**src/rtl/frame_buffer_requester.sv**
```systemverilog
// frame_buffer_requester: client-side lease manager for the triple-buffer controller.
// Requests a buffer id, converts it to an SDRAM base address, tracks the word
// address through the frame and releases the buffer with a finalize pulse.
// Optional feature macro: REQ_TIMEOUT_EN (grant-wait timeout detection).
module frame_buffer_requester #(
    parameter int unsigned ADDR_WIDTH     = 21,
    parameter int unsigned FRAME_WORDS    = 76800,
    parameter int unsigned BASE_ADDR      = 0,
    parameter int unsigned TIMEOUT_CYCLES = 1024
) (
    input  logic                  clk,
    input  logic                  reset,
    input  logic                  frame_start,
    input  logic                  frame_end,
    input  logic                  word_strobe,
    output logic                  rq_rdy,
    output logic                  finalize,
    input  logic                  buffer_id_valid,
    input  logic [1:0]            buffer_id,
    output logic                  lease_active,
    output logic [ADDR_WIDTH-1:0] base_addr,
    output logic [ADDR_WIDTH-1:0] word_addr,
    output logic                  dropped_frame,
    output logic                  overflow,
    output logic                  grant_err,
    output logic                  timeout_err
);

    localparam int unsigned CNT_W = $clog2(FRAME_WORDS + 1);
    localparam logic [ADDR_WIDTH-1:0] FRAME_WORDS_A = ADDR_WIDTH'(FRAME_WORDS);
    localparam logic [ADDR_WIDTH-1:0] BASE_ADDR_A   = ADDR_WIDTH'(BASE_ADDR);
    localparam logic [CNT_W-1:0]      CNT_FULL      = CNT_W'(FRAME_WORDS);
    localparam logic [CNT_W-1:0]      CNT_LAST      = CNT_W'(FRAME_WORDS - 1);

    typedef enum logic [1:0] {
        IDLE    = 2'd0,
        REQUEST = 2'd1,
        ACTIVE  = 2'd2,
        RELEASE = 2'd3
    } state_t;

    state_t                state;
    state_t                state_nxt;
    logic                  abort_pending;
    logic                  abort_nxt;
    logic [CNT_W-1:0]      word_cnt;
    logic [CNT_W-1:0]      word_cnt_nxt;
    logic [ADDR_WIDTH-1:0] base_nxt;
    logic [ADDR_WIDTH-1:0] word_addr_nxt;
    logic                  dropped_nxt;
    logic                  overflow_nxt;
    logic                  grant_err_nxt;
    logic [ADDR_WIDTH-1:0] grant_base_c;

    // Base address of the granted buffer, computed at address width
    assign grant_base_c = BASE_ADDR_A + ADDR_WIDTH'(buffer_id) * FRAME_WORDS_A;

    // Next-state and next-output logic
    always_comb begin
        state_nxt     = state;
        abort_nxt     = abort_pending;
        word_cnt_nxt  = word_cnt;
        base_nxt      = base_addr;
        word_addr_nxt = word_addr;
        dropped_nxt   = 1'b0;
        overflow_nxt  = overflow;
        grant_err_nxt = grant_err;
        case (state)
            IDLE: begin
                if (frame_start) begin
                    state_nxt = REQUEST;
                end
            end
            REQUEST: begin
                if (frame_end) begin
                    abort_nxt   = 1'b1;
                    dropped_nxt = 1'b1;
                end
                if (buffer_id_valid) begin
                    if (buffer_id == 2'd3) begin
                        grant_err_nxt = 1'b1;
                        state_nxt     = RELEASE;
                    end else begin
                        base_nxt      = grant_base_c;
                        word_addr_nxt = grant_base_c;
                        word_cnt_nxt  = '0;
                        state_nxt     = (abort_pending || frame_end) ? RELEASE : ACTIVE;
                    end
                end
            end
            ACTIVE: begin
                if (word_strobe) begin
                    if (word_cnt == CNT_FULL) begin
                        overflow_nxt = 1'b1;
                    end else begin
                        word_cnt_nxt = word_cnt + CNT_W'(1);
                        // Address stops at the last word of the buffer
                        if (word_cnt < CNT_LAST) begin
                            word_addr_nxt = word_addr + ADDR_WIDTH'(1);
                        end
                    end
                end
                if (frame_end) begin
                    state_nxt = RELEASE;
                end
            end
            RELEASE: begin
                abort_nxt = 1'b0;
                state_nxt = IDLE;
            end
            default: begin
                state_nxt = IDLE;
            end
        endcase
    end

    // State and registered outputs
    always_ff @(posedge clk or posedge reset) begin
        if (reset) begin
            state         <= IDLE;
            abort_pending <= 1'b0;
            word_cnt      <= '0;
            rq_rdy        <= 1'b0;
            finalize      <= 1'b0;
            lease_active  <= 1'b0;
            base_addr     <= '0;
            word_addr     <= '0;
            dropped_frame <= 1'b0;
            overflow      <= 1'b0;
            grant_err     <= 1'b0;
        end else begin
            state         <= state_nxt;
            abort_pending <= abort_nxt;
            word_cnt      <= word_cnt_nxt;
            rq_rdy        <= (state_nxt == REQUEST);
            finalize      <= (state_nxt == RELEASE);
            lease_active  <= (state_nxt == ACTIVE);
            base_addr     <= base_nxt;
            word_addr     <= word_addr_nxt;
            dropped_frame <= dropped_nxt;
            overflow      <= overflow_nxt;
            grant_err     <= grant_err_nxt;
        end
    end

`ifdef REQ_TIMEOUT_EN
    localparam int unsigned       WAIT_W     = $clog2(TIMEOUT_CYCLES + 1);
    localparam logic [WAIT_W-1:0] WAIT_LIMIT = WAIT_W'(TIMEOUT_CYCLES);

    logic [WAIT_W-1:0] wait_cnt;
    logic [WAIT_W-1:0] wait_cnt_nxt;
    logic              timeout_err_nxt;

    // Grant-wait counter: saturates at the limit, cleared outside REQUEST
    always_comb begin
        wait_cnt_nxt    = wait_cnt;
        timeout_err_nxt = timeout_err;
        if (state == REQUEST) begin
            if (wait_cnt == WAIT_LIMIT) begin
                timeout_err_nxt = 1'b1;
            end else begin
                wait_cnt_nxt = wait_cnt + WAIT_W'(1);
            end
        end
        if (state_nxt != REQUEST) begin
            wait_cnt_nxt = '0;
        end
    end

    // Wait counter and sticky timeout flag registers
    always_ff @(posedge clk or posedge reset) begin
        if (reset) begin
            wait_cnt    <= '0;
            timeout_err <= 1'b0;
        end else begin
            wait_cnt    <= wait_cnt_nxt;
            timeout_err <= timeout_err_nxt;
        end
    end
`else
    // Timeout detection not built; the parameter stays on the interface
    logic unused_timeout_cfg;
    assign unused_timeout_cfg = ^TIMEOUT_CYCLES;
    assign timeout_err        = 1'b0;
`endif

endmodule
```
**config.mk**
```make
export PLATFORM = sky130hd
export DESIGN_NAME = frame_buffer_requester
export DESIGN_NICKNAME = d
export VERILOG_FILES = /design/src/rtl/frame_buffer_requester.sv
export SDC_FILE = /design/constraint.sdc
export NUM_CORES = 1
export LEC_CHECK = 0
export CORE_UTILIZATION = 57
export CTS_CLUSTER_SIZE = 24
export DETAILED_ROUTE_END_ITERATION = 10
export DONT_BUFFER_PORTS = 1
export PLACE_DENSITY = 0.75
export SLEW_MARGIN = 10
export SYNTH_ARGS = -nofsm -noshare
export SYNTH_HDL_FRONTEND = slang
export SYNTH_SLANG_ARGS = --single-unit
```
**constraint.sdc**
```tcl
create_clock -name clk -period 1.81 [get_ports clk]
set_input_delay 0.543 -clock clk [delete_from_list [all_inputs] [get_ports clk]]
set_output_delay 0.543 -clock clk [all_outputs]
set_load 0.01 [all_outputs]
```
==> results of run 1 <==
[where the power goes]
| group | internal, mW | leakage, nW | switching [mW] |
|---|---|---|---|
| clock network | 0.276 | 0.0445 | 0.417 |
| registers | 1.42 | 0.697 | 0.269 |
| logic | 0.778 | 0.940 | 0.952 |
[cells by family after synthesis]
logic type / after synthesis / share of synthesized area (%)
mux: 2 / 0.641
simple gates: 130 / 22.8
buf+inv: 42 / 8.81
flops: 53 / 42.5
other cells: 1 / 0.120
compound gates: 89 / 20.8
fa+ha+maj: 6 / 2.40
xor+xnor: 7 / 1.96
[how the worst max path moves through the flow]
stage	start	end	slack, ps	cells past startpoint
finish	word_cnt[0]	word_addr[10]	-50	7
floorplan	buffer_id[0]	word_cnt[6]	-80	7
CTS	word_cnt[0]	word_cnt[6]	-30	7
global route	word_cnt[0]	word_addr[10]	-140	7
detailed placement	buffer_id[0]	word_cnt[6]	-190	6
global placement	buffer_id[0]	word_cnt[6]	-140	6
[cells in the final DEF, fill, tap and decap left out, types with 4 or more instances in the layout]
cell type	count
a21oi_1	13
a31o_2	4
a41oi_1	5
and2_1	7
buf_4	52
buf_6	6
clkbuf_8	5
conb_1	14
dfrtp_1	50
inv_1	8
nand2_1	35
nand2b_1	4
nand3_1	18
nand4_1	5
nor2_1	27
o21ai_0	11
o21ai_1	4
o21ai_2	4
o31ai_1	16
o41ai_2	4
xnor2_1	4
[repair_timing]
item | 4_1_cts | 5_1_grt
hold buffers | 0 | 0
resized for setup | 4 | 47
cloned | 0 | 0
setup endpoints to repair | 8 | 35
buffers inserted | 2 | 6
pin swaps | 1 | 10
[cell type report]
class,instances,area [µm²],area share [%]
multi-input cells,248,1790,46.5
flip-flops and latches,53,1330,34.5
repair buffers,61,518,13.4
well taps,70,87.6,2.27
clock buffers,5,68.8,1.78
inverters,9,37.5,0.973
clock inverters,3,21.3,0.552
[routing by layer]
metal	part of all wire [%]	global-route usage, %	up-vias
met5	0	0	-
met4	1.7	8.46	0
met3	7.5	6.83	17
met2	49	44.6	120
met1	42	38.9	1388
li1	-	-	1277
[through the flow]
step / hold WS [ps] / cells / area (µm²)
2_1_floorplan: 492 / 343 / 3240
3_3_place_gp: 510 / 434 / 3520
3_5_place_dp: 515 / 434 / 3520
4_1_cts: 178 / 444 / 3630
5_1_grt: 181 / 449 / 3860
6_report: 154 / 449 / 3860
[worst max-delay path: cells and delay by family, from the launching register on]
kind / cells / cell delay [ps]
flip-flops: 1 / 380
buffers and inverters: 2 / 300
AND/OR/NAND/NOR: 3 / 790
AO/OA/AOI/OAI: 2 / 280
[flip-flops by register name, indices dropped and copies added, names as in the netlist]
signal / cells
base_addr: 6
word_cnt: 17
rq_rdy: 1
state: 2
overflow: 1
dropped_frame: 1
finalize: 1
grant_err: 1
word_addr: 21
lease_active: 1
abort_pending: 1
[synth_stat cells, types with 4 or more instances]
cell | instances | area, µm²
nand3_1 | 19 | 95.1
nand2_1 | 35 | 131
clkbuf_1 | 5 | 18.8
a41oi_1 | 6 | 52.6
xnor2_1 | 4 | 35.0
and2_1 | 7 | 43.8
o31ai_1 | 19 | 143
nand4_1 | 5 | 31.3
o21ai_0 | 17 | 85.1
nand2b_1 | 4 | 25.0
nor2_1 | 27 | 101
buf_6 | 6 | 67.6
a2bb2oi_1 | 4 | 35.0
nor3_1 | 6 | 30.0
a31o_2 | 4 | 35.0
o41ai_1 | 4 | 35.0
buf_2 | 4 | 20.0
a21oi_1 | 15 | 75.1
dfrtp_1 | 53 | 1330
inv_1 | 9 | 33.8
buf_4 | 18 | 135
ha_1 | 6 | 75.1
==> flow_summary.toml, run 1 <==
[timing]
tns_ps = -138
setup_slack_ps = -52.6
clock_skew_ps = 8.50
fin_crit_sh_pct = 103
finalSetupViolations = 5
final_max_slew_viol_count = 0
rsz0062_at_grt = "true"
max_freq_mhz = 537
layout_min_cycle_time_ps = 1860
hold_viol_final = 0

[route]
drc = 0
wl_um = 8340
drtPass1Iterations = 5
via_per_inst = 6.24
wl_per_cell_um = 18.6
vias = 2802
ant_nets = 0
drtIter0Drc = 182

[final_layout]
synthToLayoutAreaGrowth_pct = 23.5
fillers = 364
antenna_cells = 0
drive_gt1_share_pct = 32.7
fin_nets = 392
final_core_util_pct = 74.1

[critical_path]
r2r_slack_ps = -50
cp-end-kind = "flip-flop"
crit_chain = "buf_6 > nand4_1 > nor4b_4 > nand3_2 > buf_4 > a31oi_1 > a21oi_2"
worstReg2RegEnd = "word_addr[10]"
worstRegToRegCells = 7
slowest_stage = "nor4b_4"
cp_slowest_stage_delay_ps = 390
cp-start-kind = "flip-flop"
r2r-start = "word_cnt[0]"
cp.arrival_ps = 2050
critical_path_class = "flip-flop to flip-flop"
crit_path_max_fanout = 4
critPathRequiredTime_ps = 2000

[synth]
synth_area_um2 = 3120
synth_cell_types = 60
yosysWarnings = 0
ys_ff_latch = 53
synth_ff_type = "dfrtp_1"
synth-seq-area-share_pct = 42.5
synthArstFlopShare_pct = 100
synth_edf_count = 0
synth.avg_cell_area_um2 = 9.46
netlist_instances = 330

[clock_tree]
numCtsBuffers = 5
cts_tree = "built"
cts_buffer_depth = 2
ctsHtreeMaxLevel = 2
cts.sinks = 53
cts_root_buf = "clkbuf_8"
clock_latency_ps = 310
clkSlewWorstSetupHoldPaths_ps = 100

[grt]
grt_pass1_vias = 2623
antenna_found_initial = 0
grt_max_degree = 54
grt_pass1_wl_um = 13100
track_usage_pct = 28.3
overflow = 0

[pwr]
power.density_nw_per_um2 = 1070
ir_drop_mv = 0.786
p_leak_nw = 1.68
p_total_mw = 4.11

[job]
drv_cap = 0

[placed_design]
gp_congestion = 0.894
preCtsSetupSlack_ps = -188
portBuffers = 0
hpwl_um = 5580

[floorplanning]
core-area_um2 = 5200
row_count = 26
ioPinCount = 57
start_util_pct = 60.0
die_area_um2 = 5780
chipHeight_um = 76.0
die_w_um = 76.0

[run_status]
status = "finished, violations left"
violations = "negative setup slack"

[hold_path]
hold_path.class = "input port to async pin"
(Power assumes the default switching activity.)
==> run 2, diff against run 1 <==
--- a/config.mk
+++ b/config.mk
@@ -5,6 +5,7 @@
 export SDC_FILE = /design/constraint.sdc
 export NUM_CORES = 1
 export LEC_CHECK = 0
+export CAP_MARGIN = 20
 export CORE_UTILIZATION = 57
 export CTS_CLUSTER_SIZE = 24
 export DETAILED_ROUTE_END_ITERATION = 10
==> results of run 2 <==
Same layout as run 1: the final DEF is identical, and so are final timing and power.
